==> src/rtl/pool_pkg.sv <==
`default_nettype none
// ============================================================================
//  Module      : pool_pkg
//  Description : Shared types and constants for the 2x2 pooling element.
//                DATA_W : pixel width (signed, Q5.10 by default)
//                FRAC_W : fractional bits of the default pixel format
//                WIN    : pixels per pooling window (2x2)
//  Revision    : 1.0  initial release
// ============================================================================
package pool_pkg;

    localparam int DATA_W = 16;
    localparam int FRAC_W = 10;
    localparam int WIN    = 4;

    typedef logic signed [DATA_W-1:0] pix_t;
    typedef pix_t win_t [0:WIN-1];

endpackage : pool_pkg
`default_nettype wire

==> src/rtl/pool_pair.sv <==
`default_nettype none
// ============================================================================
//  Module      : pool_pair
//  Description : Combinational 2-input reducer used by both pooling stages.
//                Default build: y = sign-extended a + b.
//                POOL_MAX_EN  : y = sign-extended signed max(a, b).
//  Ports       : a, b  in  [IN_W-1:0] signed   operands
//                y     out [IN_W:0]   signed   reduced result, one bit wider
//  Build macro : POOL_MAX_EN
//  Revision    : 1.0  initial release
// ============================================================================
module pool_pair
    import pool_pkg::*;
#(
    parameter int IN_W = 16
) (
    input  logic signed [IN_W-1:0] a,
    input  logic signed [IN_W-1:0] b,
    output logic signed [IN_W:0]   y
);

`ifdef POOL_MAX_EN
    // Output is kept one bit wider so both build modes share one pipeline
    // datapath; ties pick a (operands are equal anyway).
    assign y = (a >= b) ? {a[IN_W-1], a} : {b[IN_W-1], b};
`else
    assign y = {a[IN_W-1], a} + {b[IN_W-1], b};
`endif

endmodule : pool_pair
`default_nettype wire

==> src/rtl/pool_window.sv <==
`default_nettype none
// ============================================================================
//  Module      : pool_window
//  Description : 2x2 pooling element, two-stage pipeline, one window/cycle.
//                Default build averages the four pixels (floor rounding);
//                POOL_MAX_EN selects max pooling. Latency is 2 cycles.
//  Ports       : clk        in   rising-edge clock
//                rst        in   asynchronous active-high reset
//                in_valid   in   window valid this cycle
//                window     in   [0:WIN-1][DATA_W-1:0] pixels TL,TR,BL,BR
//                out_valid  out  value valid this cycle
//                value      out  [DATA_W-1:0] signed pooled pixel
//  Build macro : POOL_MAX_EN
//  Revision    : 1.0  initial release
// ============================================================================
module pool_window #(
    parameter int DATA_W = pool_pkg::DATA_W,
    parameter int WIN    = pool_pkg::WIN
) (
    input  logic                            clk,
    input  logic                            rst,
    input  logic                            in_valid,
    input  logic signed [0:WIN-1][DATA_W-1:0] window,
    output logic                            out_valid,
    output logic signed [DATA_W-1:0]        value
);

    import pool_pkg::*;

    // The datapath is hard-wired for a 2x2 window.
    generate
        if (WIN != 4) begin : g_win_check
            $error("pool_window supports WIN == 4 only");
        end
    endgenerate

    // ---------------- stage 1: pairwise reduction ----------------
    logic signed [DATA_W:0] w_top;
    logic signed [DATA_W:0] w_bot;
    logic signed [DATA_W:0] r_s0;
    logic signed [DATA_W:0] r_s1;
    logic                   r_v1;

    pool_pair #(.IN_W(DATA_W)) u_pair_top (
        .a (window[0]),
        .b (window[1]),
        .y (w_top)
    );

    pool_pair #(.IN_W(DATA_W)) u_pair_bot (
        .a (window[2]),
        .b (window[3]),
        .y (w_bot)
    );

    // Data registers only load on a valid window; the valid bit always moves.
    always_ff @(posedge clk or posedge rst) begin
        if (rst) begin
            r_s0 <= '0;
            r_s1 <= '0;
            r_v1 <= 1'b0;
        end else begin
            r_v1 <= in_valid;
            if (in_valid) begin
                r_s0 <= w_top;
                r_s1 <= w_bot;
            end
        end
    end

    // ---------------- stage 2: final reduction ----------------
    logic signed [DATA_W+1:0] w_red;
    logic signed [DATA_W-1:0] w_pool;
    logic        [1:0]        w_unused_bits;

    pool_pair #(.IN_W(DATA_W+1)) u_pair_fin (
        .a (r_s0),
        .b (r_s1),
        .y (w_red)
    );

`ifdef POOL_MAX_EN
    // Max of sign-extended pixels always fits back into DATA_W bits.
    assign w_pool        = w_red[DATA_W-1:0];
    assign w_unused_bits = w_red[DATA_W+1:DATA_W];
`else
    // Dropping the two LSBs of a signed sum is an arithmetic shift by 2,
    // i.e. divide by 4 rounding toward -inf; the quotient fits DATA_W bits.
    assign w_pool        = w_red[DATA_W+1:2];
    assign w_unused_bits = w_red[1:0];
`endif

    // value holds its last result while no new window arrives.
    always_ff @(posedge clk or posedge rst) begin
        if (rst) begin
            out_valid <= 1'b0;
            value     <= '0;
        end else begin
            out_valid <= r_v1;
            if (r_v1) begin
                value <= w_pool;
            end
        end
    end

endmodule : pool_window
`default_nettype wire

==> config.mk <==
export PLATFORM = sky130hd
export DESIGN_NAME = pool_window
export DESIGN_NICKNAME = d
export VERILOG_FILES = /design/src/rtl/pool_pkg.sv /design/src/rtl/pool_pair.sv /design/src/rtl/pool_window.sv
export SDC_FILE = /design/constraint.sdc
export NUM_CORES = 1
export LEC_CHECK = 0
export ABC_CLOCK_PERIOD_IN_PS = 2700
export CORE_UTILIZATION = 45
export CTS_CLUSTER_DIAMETER = 200
export DETAILED_ROUTE_END_ITERATION = 8
export PLACE_DENSITY = 0.82
export SYNTH_ARGS = -nofsm -noshare
export SYNTH_HDL_FRONTEND = slang
export SYNTH_SLANG_ARGS = --single-unit
export TNS_END_PERCENT = 5
==> constraint.sdc <==
create_clock -name clk -period 2.7 [get_ports clk]
set_input_delay 0.54 -clock clk [delete_from_list [all_inputs] [get_ports clk]]
set_output_delay 0.54 -clock clk [all_outputs]
set_load 0.01 [all_outputs]
# --- Yosys cells after proc, flatten, opt, wreduce, memory -nomap -nowiden ---
# Index checks and enable logic that the tools add are counted.
totals:
  out_inout_bits: 17
  input_bits: 67
  word_cells: 8
  register_bits: 52
op_classes:
  addsub: 3
ops:
  columns: ["operator", "count"]
  rows:
  - ["$add 16x16->17", 2]
  - ["$add 17x17->18", 1]

# --- Depth between registers and ports, before layout ---
# Gate-level depths: netlist of the first run.
logic_depth:
  ltp_word: 1
  depth_mapped: 8
  depth_no_buf: 8

# --- Modules after synthesis ---
# A second synthesis of the first run with hierarchy kept.
hier_totals:
  cells_unflattened: 425
  area_unflattened_um2: 4613.2
modules_own_cells:
  columns: ["module", "seq_area_each_um2", "area_each_um2", "cells_each", "instances"]
  rows:
  - ["pool_window", 1301.2, 2112.0, 109, 1]
  - ["pool_pair at u_pair_bot ...", 0.0, 778.2, 95, 2]
  - ["pool_pair at u_pair_fin", 0.0, 944.7, 126, 1]

# --- Worst setup path before layout of the first run ---
# Ideal clock, no wire load.
synth_timing:
  path_kind: "input-to-reg"
  start: "input window[0] (netlist name)"
  end: "register r_s1[12]"
  path_buffers: 0
  setup_time_ps: 125
  cell_stages: 8
  setup_slack_ps: 167
  t_required_ps: 2575
  t_arrival_ps: 2408
  cell_sequence: "ha_1 > fa_1 > a211oi_1 > o21ai_0 > a31oi_1 > o21ai_0 > xor2_1 > mux2_2"
synth_between:
  elab_chain_len: 1
synth_lines:
  columns: ["item", "line_no", "rtl"]
  rows:
  - ["from (decl)", "pool_window.sv:23", "input logic signed [0:WIN-1][DATA_W-1:0] window,"]
  - ["$add 16x16->17", "pool_pair.sv:27", "assign y = {a[IN_W-1], a} + {b[IN_W-1], b};"]
  - ["to (signal assigned)", "pool_window.sv:66", "r_s1 <= w_bot;"]
  - ["to (decl)", "pool_window.sv:41", "logic signed [DATA_W:0] r_s1;"]
# No other way between the ends.
# A chain may end at the register's enable or synchronous reset.

# --- Worst setup path after layout of the first run ---
layout_timing:
  start: "input window[0] (netlist name)"
  end: "register r_s1[10]"
# Same word-level chain as after synthesis.

==> out/results.txt, run 1 <==
Commonest non-fill, non-tap cell in the layout: clkdlybuf4s50_1
Worst hold slack: 0.499 ns
First-pass GRT wire length: 15900 um
Failing checks: DRC
DRC violations left: 8
CTS tree: yes
Hold Vio Cnt, Final: 0
Pre-antenna DRT Iters: 6
Post-synthesis sequential area ratio: 31.6%
Initial DRC Count: 197
F_max: 382 MHz
Syn Nets: 541
Register bit total from synthesis: 52
All-layer global routing usage: 20.1%
R2r worst-path depth: 7
Num rows: 34
Initial antenna violation count: 0
Hold EP: r_s0[4]$_DFFE_PP0P_
Antenna diodes: 0
Final net count: 650
Post-synth EDFFs: 0
Clock insertion delay at the later pin of the skew report: 0.29 ns
Status: complete, but fails checks
Die height: 97.6 um
Die footprint: 9530 sq um
Mean Syn Cell Area: 9.71 sq um
Worst Hold Class: reg -> reg
WL/cell: 14.6 um
Final min period: 2.62 ns
Hold_buf cts: 0
Clock Tree Buf Depth: 2
Layout area overhead: 31.5%
Top post-synthesis cells by area: dfrtp_1 (32%), ha_1 (15%), mux2_2 (9.0%)
Max-Cap Viols: 0
Drt total wl: 9400 um
Starting density of the core: 46.7%
FF-to-FF Start: r_s0[6]$_DFFE_PP0P_
Crit end category: flip-flop
Ys Warns: 0
Mapped Area: 4120 sq um
CTS sink cnt: 52
Top_reg_cell synth: dfrtp_1
Crit path arrival time: 2.80 ns
Largest net degree at the start of global routing: 29
Setup violations, final: 0
Crit start category: primary input
Post-Synthesis Cells: 424
Clk root buf: clkbuf_8
Post-synth top area cell: dfrtp_1
Final instance area: 5410 sq um
Core footprint: 8810 sq um
Overflow after GRT: 0
Period utilization: 97.0%
Required @ worst endpoint: 2.89 ns
Port bufs: 83
GPL Wtd Cong: 0.849
Final Non-Filler Cells: 642
Critical path class: in -> reg
Register Area: 1300 sq um
Leak: 0.00233 uW
Layout cells sized above 1: 16.3%
Clk_skew: 0.00651 ns
Worst R2R End: value[9]$_DFFE_PP0P_
Via count: 3695
Die Width: 97.6 um
IO Pins: 84
Unique cell type count in the Yosys netlist: 51
Final ANT Viol Nets: 0
Placed inst area: 5280 sq um
Worst R2R Setup Slack: 0.40 ns
Area of the multi-input gates: 2760 sq um
RSZ-0062 raised after global routing: yes
Highest-count cells in the layout ignoring fill and taps: clkdlybuf4s50_1 (83), dfrtp_1 (52), ha_1 (48)
Cells after DPL: 633
Hold Path Depth: 1
Worst-margin pin slew: 0.672 ns
Maximum VDD drop: 0.524 mV
H-Tree Depth: 2
Slew Limit Fails: 0
Crit-path max FO: 4
Slew headroom: 55.2%
Asr flop ratio synth: 100%
Number of buffers created by CTS: 5
Reg clk slew, reported paths: 0.09 ns
Hold Crit Start: r_s0[4]$_DFFE_PP0P_
Vias in the first global route: 3615
DP Wirelength: 7470 um
Fillcell total: 751
Finished Core Util: 61.5%
Cell Pwr Density: 672 nW/um^2
Vias/cell: 5.76
Post-synth top area share: 31.6%
flip-flops by register name, indices dropped and copies added (netlist names):
| register | count |
|---|---|
| out_valid | 1 |
| value | 16 |
| r_s0 | 17 |
| r_s1 | 17 |
| r_v1 | 1 |
where the power goes:
part,internal [uW],total (uW),switching (uW)
registers,1020,1170,153
clock network,210,445,236
logic,1070,2020,948
metrics by stage:
step	setup TNS (ns)	power [uW]	setup WS, ns
after floorplan	0	2460	0.167
after global placement	-2.96	3120	-0.381
after detailed placement	-3.94	3170	-0.462
after CTS	0	3640	0.0232
after global routing	-0.0400	3930	-0.0393
final	0	3630	0.0822
Yosys cell counts, drive strengths merged, types with 12 or more instances:
cell and number:
xnor2 20, ha 48, mux2 34, nand2 19, nor2 27, clkbuf 12
a21oi 34, a211oi 12, dfrtp 52, a21o 16, o21ai 29, xor2 12
routing by layer:
| metal | wire [um] | vias up | track usage [%] |
|---|---|---|---|
| met5 | 0 | - | 0 |
| met4 | 131 | 0 | 4.08 |
| met3 | 338 | 14 | 2.59 |
| met2 | 4620 | 82 | 35.2 |
| met1 | 4310 | 1776 | 26.7 |
| li1 | - | 1823 | - |
logic make-up (layout without fill, tap and decap cells):
logic type	after synthesis	count (layout)	share of synthesized area (%)
DFF	52	52	31.6
xor gates and xnor gates	32	32	6.81
muxes	35	35	9.64
buffers and inverters	23	133	2.10
and+or+nand+nor	95	95	12.1
adders and majority gates	50	50	15.6
AOI/OAI and AO/OA	137	137	22.2
worst max-delay path: stages:
cell             delay (ns)
clkdlybuf4s50_1        0.40
ha_1                   0.23
fa_2                   0.38
a211oi_2               0.23
o21ai_0                0.16
a31oi_2                0.27
o21ai_0                0.16
xor2_1                 0.17
mux2_2                 0.26
final cells by class:
cell class,instances,share of cell area (%)
Tap cell,108,2.50
Multi-Input combinational cell,349,51.1
Timing Repair Buffer,115,20.0
Sequential cell,52,24.0
Clock buffer,8,1.66
Inverter,10,0.694
worst max-delay path by stage:
stage | from | end | slack [ns] | cells past startpoint
after floorplan | window[0] | r_s1[12]$_DFFE_PP0P_ | 0.17 | 8
after detailed placement | window[0] | r_s1[12]$_DFFE_PP0P_ | -0.46 | 9
after global placement | window[0] | r_s1[12]$_DFFE_PP0P_ | -0.38 | 9
final | window[0] | r_s1[10]$_DFFE_PP0P_ | 0.08 | 9
after global routing | window[1] | r_s1[13]$_DFFE_PP0P_ | -0.04 | 9
after CTS | window[32] | r_s0[14]$_DFFE_PP0P_ | 0.02 | 10
what timing repair did:
item,CTS,global route
endpoints found under the setup margin,5,12
resized for setup,2,7
buffers inserted,0,1
pin swaps,1,3
No activity file was read; power rests on OpenSTA's default activity.
==> run 2, diff against run 1 <==
--- a/config.mk
+++ b/config.mk
@@ -5,7 +5,8 @@
 export SDC_FILE = /design/constraint.sdc
 export NUM_CORES = 1
 export LEC_CHECK = 0
-export ABC_CLOCK_PERIOD_IN_PS = 2700
+export ABC_CLOCK_PERIOD_IN_PS = 2800
+export CORE_MARGIN = 8
 export CORE_UTILIZATION = 45
 export CTS_CLUSTER_DIAMETER = 200
 export DETAILED_ROUTE_END_ITERATION = 8
==> constraint.sdc (replaced) <==
create_clock -name clk -period 2.8 [get_ports clk]
set_input_delay 0.42 -clock clk [delete_from_list [all_inputs] [get_ports clk]]
set_output_delay 0.42 -clock clk [all_outputs]
set_load 0.01 [all_outputs]
==> run 2 against run 1 <==
Effect of this change:
- the flow now finishes without violations
- utilization is 3.6 points lower
- clock power is 2% higher
- flip-flop and latch count stayed put
- worst setup slack better by 0.023 ns
- clock skew hardly changed
- non-clock buffer count is 20 lower
- power is 4.1% lower
- die area is 31% higher
- largest power group unchanged
==> out/results.txt, run 2 (synthesized netlist as in run 1, its figures left out) <==
Status: finished, final reports clean
Crit-path max FO: 4
WL met2: 5050 um
CP Cell Sequence: clkdlybuf4s50_1 -> ha_1 -> fa_1 -> a211oi_1 -> o21ai_0 -> a31oi_2 -> o21ai_0 -> xor2_1 -> mux2_2
Required @ worst endpoint: 3.00 ns
IO Pins: 84
RSZ-0062 raised after global routing: no
Pre-antenna DRT Iters: 5
R2r worst-path depth: 7
Period utilization: 96.3%
Worst hold slack: 0.479 ns
Crit start category: primary input
Via count: 3584
First-pass GRT wire length: 16800 um
Dpl ws: -0.278 ns
Starting density of the core: 45.4%
Worst-margin pin slew: 0.689 ns
Crit path arrival time: 2.89 ns
Final net count: 630
Clk_skew: 0.00666 ns
CP max stage delay: 0.43 ns
F_max: 371 MHz
Layout area overhead: 27.4%
Critical path class: in -> reg
Final min period: 2.70 ns
Die footprint: 12500 sq um
M1 wire length: 4450 um
Core footprint: 9060 sq um
Initial DRC Count: 136
WL/cell: 15.9 um
GPL Wtd Cong: 0.815
Layout cells sized above 1: 11.9%
Final ANT Viol Nets: 0
Detail Route met3 WL: 369 um
Vias/cell: 5.74
Max-Cap Viols: 0
CTS tree: yes
Worst Hold Class: in -> async
Clock insertion delay at the later pin of the skew report: 0.30 ns
Worst Path Buf+Inv: 1
Drt total wl: 9930 um
Leak: 0.00224 uW
All-layer global routing usage: 15.8%
Overflow after GRT: 0
Highest-count cells in the layout ignoring fill and taps: clkdlybuf4s50_1 (83), dfrtp_1 (52), ha_1 (48)
Initial antenna violation count: 0
Cell Pwr Density: 665 nW/um^2
Hold Vio Cnt, Final: 0
Die Width: 112 um
Num rows: 35
Number of buffers created by CTS: 5
Slew headroom: 54.1%
Die height: 112 um
Highest routed layer: met4
Delay-heaviest family, CP: compound AO/OA/AOI/OAI gates
Setup violations, final: 0
Commonest non-fill, non-tap cell in the layout: clkdlybuf4s50_1
Largest regs: r_s0 x17, r_s1 x17, value x16
Clk root buf: clkbuf_8
Antenna diodes: 0
Reg clk slew, reported paths: 0.09 ns
Vias in the first global route: 3629
DRC violations left: 0
Slack of the critical path: 0.105 ns
Postcts setup bufs: 0
Port bufs: 83
Largest net degree at the start of global routing: 40
Clock Tree Buf Depth: 2
CTS sink cnt: 52
CP max stage cell: fa_1
Maximum VDD drop: 0.516 mV
Slew Limit Fails: 0
H-Tree Depth: 2
CP Depth: 9
Most used cell, CP: o21ai_0
Crit end category: flip-flop
DP Wirelength: 8050 um
-- run 2: worst reg2reg max path: cells and delay by family, from the launching register on --
kind | cells | cell delay, ns
adder cells (fa/ha/maj) | 1 | 0.34
multiplexers | 1 | 0.27
AND/OR/NAND/NOR | 1 | 0.18
flip-flops | 1 | 0.40
XOR/XNOR | 1 | 0.19
AO/OA/AOI/OAI | 3 | 0.91
-- run 2: per-layer routing --
metal  up-vias  track usage (%)
met5         -                0
met4         0             2.01
met3         8             3.35
met2        62             28.2
met1      1722             19.4
li1       1792                -
-- run 2: layout make-up --
cell class / count / area (sq um)
fillers: 798 / 3820
well taps: 111 / 139
clock buffers: 7 / 96.3
flip-flops and latches: 52 / 1300
multi-input cells: 349 / 2740
inverters: 10 / 37.5
repair buffers: 95 / 933
-- run 2: what timing repair did --
| action | 4_1_cts | 5_1_grt |
|---|---|---|
| endpoints found under the setup margin | 0 | 3 |
| gates resized for setup | 0 | 1 |
| hold buffers | 0 | 0 |
-- run 2: final timing paths --
| path | startpoint | slack, ns | end |
|---|---|---|---|
| hold / removal | rst | 0.48 | value[11]$_DFFE_PP0P_ |
| setup / recovery | window[0] | 0.10 | r_s1[12]$_DFFE_PP0P_ |
| setup reg to reg | r_s0[2]$_DFFE_PP0P_ | 0.40 | value[10]$_DFFE_PP0P_ |
| hold reg to reg | value[13]$_DFFE_PP0P_ | 0.50 | value[13]$_DFFE_PP0P_ |
| max in group asynchronous | rst | 1.78 | value[1]$_DFFE_PP0P_ |
| min in group clk | value[13]$_DFFE_PP0P_ | 0.50 | value[13]$_DFFE_PP0P_ |
-- run 2: power by group --
| part | internal [uW] | total (uW) | switching [uW] |
|---|---|---|---|
| combinational | 995 | 1910 | 914 |
| sequential | 979 | 1120 | 145 |
| clock | 221 | 452 | 232 |
| total | 2190 | 3480 | 1290 |
-- run 2: metrics by stage --
stage                     utilization (%)  TNS [ns]  cells  total power, uW  cell area (sq um)
final                                57.8         0    624             3480               5240
after global placement               56.7    -0.519    617             3000               5140
after floorplan                         -         0    424             2370               4120
after detailed placement             56.7     -1.07    617             3040               5140
after CTS                            57.8         0    624             3510               5240
after global routing                 57.8         0    624             3750               5240
==> RTL change 1 (flow settings as in run 2) <==
Change the package constant `DATA_W` from 16 to 32.
--- a/src/rtl/pool_pkg.sv
+++ b/src/rtl/pool_pkg.sv
@@ -9,7 +9,7 @@
 // ============================================================================
 package pool_pkg;
 
-    localparam int DATA_W = 16;
+    localparam int DATA_W = 32;
     localparam int FRAC_W = 10;
     localparam int WIN    = 4;
 
Ports: changed (resized value and window); port bits go from 84 to 164. The function was not compared with the original's and may differ.
==> RTL change 1 against run 2 <==
  * The run now ends with setup timing left
  * Clock skew up 0.0019 ns
  * Critical endpoint is now r_s1[30]
  * Largest cell class unchanged
  * Power up 130%
  * Sequential cell count up 48
  * Routed wire length up 130%
  * Synthesized area up 98%
  * Worst setup slack worse by 0.16 ns
  * Final area up 120%
  * Maximum frequency down 5.7%
  * Clock power rose to 2.7 times the old value
  * Largest power group unchanged
==> RTL change 1: results (changes against run 2) <==
* Outcome: finished with violations (was complete, no violations)
* Failing checks: setup timing
* HPWL Detailed at 17.7 mm (was 8.05 mm)
* Final worst slack at -0.0568 ns (was 0.105 ns)
* Synth Instances at 850 (was 424)
* Maximum vdd drop at 0.439 mV (was 0.516 mV)
* FF-to-FF Start: r_s0[6] (was r_s0[2])
* Iteration-0 DRC Markers at 499 (was 136)
* Hold slack final at 0.462 ns (was 0.479 ns)
* Sw Share at 0.362 (was 0.370)
* Final TNS setup at -0.145 ns (was 0 ns)
* Relative slew slack at 0.619 (was 0.541)
* Comb group at 4400 uW (was 1910 uW)
* Largest regs: r_s0 x33, r_s1 x33, value x32 (was r_s0 x17, r_s1 x17, value x16)
* First-pass GRT wire length at 36.5 mm (was 16.8 mm)
* Pin count of the biggest net entering global routing at 101 (was 40)
* Internal reg-to-reg setup slack at 0.03 ns (was 0.40 ns)
* Crit path from: window[11] (was window[0])
* Sequential share of the synthesized area at 0.307 (was 0.316)
* CP endpoint: r_s1[30] (was r_s1[12])
* Max stage delay cell, worst path: clkdlybuf4s50_1 (was fa_1)
* Number of I/O port buffers at 163 (was 83)
* Placed cells at 1,352 (was 617)
* Worst skew pair latency at 0.34 ns (was 0.30 ns)
* Max incr delay on CP at 0.52 ns (was 0.43 ns)
* Ratio of cells with drive above 1 in the final layout at 0.261 (was 0.119)
* Setup WS pre-CTS at -0.854 ns (was -0.278 ns)
* Area post-placement at 11,000 um^2 (was 5140 um^2)
* Clock-pin slew on the worst setup and hold paths at 0.07 ns (was 0.09 ns)
* R2r worst-path depth at 11 (was 7)
* TritonCTS buffer count at 9 (was 5)
* CTS root buf: clkbuf_16 (was clkbuf_8)
* Vias post-DR at 7,565 (was 3,584)
* Post-synthesis mux area share at 0.107 (was 0.0964)
* Net Count, Synth at 1,079 (was 541)
* # setup viols final at 3 (was 0)
==> RTL change 1: changes by cell type after synthesis, moves of 19 or more <==
cell / before / now
nor2_1: 27 / 53
dfrtp_1: 52 / 100
a21oi_1: 32 / 85
ha_1: 48 / 96
nand2_1: 19 / 44
mux2_2: 33 / 76
xnor2_1: 20 / 58
a21o_1: 15 / 43
nand3_1: 5 / 24
==> RTL change 1: timing repair <==
action / in CTS / in global routing
pin swaps: 26 / 32
setup endpoints to repair: 29 / 30
setup buffers: 5 / 6
resized for setup: 44 / 52
==> RTL change 1: final cells by class <==
class / instances / area, um^2
Multi-Input combinational cell: 707 / 5820
Inverter: 22 / 86.3
Sequential cell: 100 / 2500
Fill cell: 1393 / 6160
Timing Repair Buffer: 305 / 2750
Clock buffer: 12 / 246
Tap cell: 229 / 287
Clock inverter: 4 / 48.8
==> RTL change 1: metal layers <==
metal,GRT usage,wire [um]
met1,0.252,10400
met2,0.328,10900
met3,0.0307,1090
met4,0.0614,456
met5,0,0
==> RTL change 2 (flow settings as in run 2) <==
Without the edit above. Make the reset (`rst`) synchronous in 2 clocked blocks. Comments in the files are not updated.
--- a/src/rtl/pool_window.sv
+++ b/src/rtl/pool_window.sv
@@ -54,7 +54,7 @@
     );
 
     // Data registers only load on a valid window; the valid bit always moves.
-    always_ff @(posedge clk or posedge rst) begin
+    always_ff @(posedge clk) begin
         if (rst) begin
             r_s0 <= '0;
             r_s1 <= '0;
@@ -91,7 +91,7 @@
 `endif
 
     // value holds its last result while no new window arrives.
-    always_ff @(posedge clk or posedge rst) begin
+    always_ff @(posedge clk) begin
         if (rst) begin
             out_valid <= 1'b0;
             value     <= '0;
Behaviour: differs if rst is asserted again (counterexample within 4 cycles, from zero or initial values and one cycle with rst high); with rst held inactive, the same outputs for 10 cycles.
==> RTL change 2 against run 2 <==
  * Final cell count up 10%
  * Global-route usage increased by 0.99 points
  * Worst setup slack better by 0.20 ns
  * Final area down 0.64%
  * Routed wire length rose by 8.5%
  * Sequential cell count unchanged
  * Synthesized area grew 0.15%
Power is not compared: it rests on default switching activity, and its combinational part moved more than twofold at a synthesized area within 25%.
==> RTL change 2: results (changes against run 2) <==
* Vias/cell at 5.89 (was 5.74)
* CP Data Arrival Time at 2.70 ns (was 2.89 ns)
* HPWL Detailed at 8.61 mm (was 8.05 mm)
* H-tree levels at 2 (unchanged)
* Sequential share of the synthesized area at 0.253 (was 0.316)
* N_diodes at 0 (unchanged)
* Cts repair resizes at 0 (unchanged)
* GR Util All Layers at 0.168 (was 0.158)
* CTS max path bufs at 2 (unchanged)
* Max stage delay cell, worst path: clkdlybuf4s50_1 (was fa_1)
* Setup WS pre-CTS at -0.0255 ns (was -0.278 ns)
* Commonest cells post-synth: 52 x dfxtp_1, 48 x ha_1, 40 x nand2_1, 40 x nor2_1, 32 x a21oi_1 (was 52 x dfrtp_1, 48 x ha_1, 33 x mux2_2)
* Maximum vdd drop at 0.225 mV
* Worst Path Max Fanout at 2 (was 4)
* First-pass GRT wire length at 17.8 mm (was 16.8 mm)
* Ratio of cells with drive above 1 in the final layout at 0.0709 (was 0.119)
* Post-CTS setup buffers at 0 (unchanged)
* Ys Warns at 0 (unchanged)
* Static Leak at 0.00215 uW
* CTS root buf: clkbuf_8 (unchanged)
* Clock Skews at 0.0115 ns (was 0.00666 ns)
* RePlAce Congestion at 0.927 (was 0.815)
* Largest regs: r_s0 x17, r_s1 x17, value x16 (unchanged)
* Relative slew slack at 0.640 (was 0.541)
* Cts hold-fix bufs at 0 (unchanged)
* Met2 track demand over resource at 0.303 (was 0.282)
* Met1 Use GR at 0.197 (was 0.194)
* Number of iterations in the first detailed-routing pass at 5 (unchanged)
* Worst skew pair latency at 0.31 ns
* Worst hold path type: reg2reg (was in2async)
* Net Count, Synth at 612 (was 541)
* Clock-pin slew on the worst setup and hold paths at 0.09 ns (about the same)
* Distinct cells, synth at 63 (was 51)
* WL final at 10.8 mm (was 9.93 mm)
* Number of I/O port buffers at 83 (unchanged)
* Met3 Use GR at 0.0244 (was 0.0335)
* Iteration-0 DRC Markers at 282 (was 136)
* Pin count of the biggest net entering global routing at 55 (was 40)
* TritonCTS buffer count at 5 (unchanged)
* Max incr delay on CP at 0.40 ns (was 0.43 ns)
* Drt drc at 0 (unchanged)
* Outcome: complete, no violations (unchanged)
* Nets at 695 (was 630)
* Initial antenna violation count at 0 (unchanged)
* Vias in the first global route at 3,950 (was 3,629)
* Count leader, synth: dfxtp_1 (was dfrtp_1)
* Synth area leaders: dfxtp_1 25%, ha_1 15%, mux2i_1 4.4% (was dfrtp_1 32%, ha_1 15%, mux2_2 9.0%)
* Cell family with most CP delay: compound AO/OA/AOI/OAI gates (unchanged)
* Ys async rst share at 0 (was 1.00)
* Ys flop type: dfxtp_1 (was dfrtp_1)
* Fillers at 806 (was 798)
RTL change 2: layout make-up:
| type | count | area, um^2 | share of cell area |
|---|---|---|---|
| multi-input cells | 408 | 2950 | 0.566 |
| flip-flops and latches | 52 | 1040 | 0.200 |
| repair buffers | 99 | 946 | 0.182 |
| well taps | 111 | 139 | 0.0267 |
| clock buffers | 6 | 82.6 | 0.0159 |
| inverters | 12 | 45.0 | 0.00865 |
| clock inverters | 1 | 8.76 | 0.00168 |
RTL change 2: per-layer routing:
layer  share of wire  wire, um
met2            0.50      5400
met5               0         0
met1            0.43      4640
met3           0.055       588
met4           0.014       152
RTL change 2: where the power goes:
group          internal [uW]  switching [uW]  total [uW]  leakage, uW
clock                    198             250         447    0.0000473
sequential               811            50.2         861     0.000428
combinational            401             420         821      0.00167
RTL change 2: cells by family (layout without fill, tap and decap cells):
family	after synthesis	after routing	synth area share
DFF	52	52	0.253
and+or+nand+nor	176	176	0.221
AOI/OAI and AO/OA	144	144	0.252
buffers and inverters	35	118	0.0328
adders and majority gates	50	50	0.155
muxes	18	18	0.0437
xor gates and xnor gates	20	20	0.0425
RTL change 2: tightest hold or removal path: cells and delay by family (launching register included):
kind / cells / cell delay (ns)
flops: 1 / 0.32
simple gates: 1 / 0.06
compound gates: 1 / 0.06
RTL change 2: path summary, 6_finish.rpt:
path                            startpoint   endpoint  slack (ns)  cells past startpoint
worst max-delay path            window[32]   r_s0[14]        0.30                     10
worst min register to register   value[12]  value[12]        0.49                      2
worst min-delay path             value[12]  value[12]        0.49                      2
worst max register to register     r_s1[4]  value[15]        0.75                      7
RTL change 2: per-stage QoR:
stage / cell area (um^2) / cells / TNS, ns / hold WS, ns
global placement: 5120 / 682 / 0 / 0.469
finish: 5210 / 689 / 0 / 0.489
global route: 5210 / 689 / 0 / 0.512
detailed placement: 5120 / 682 / -0.0404 / 0.476
floorplan: 4120 / 495 / 0 / 0.429
CTS: 5210 / 689 / 0 / 0.491
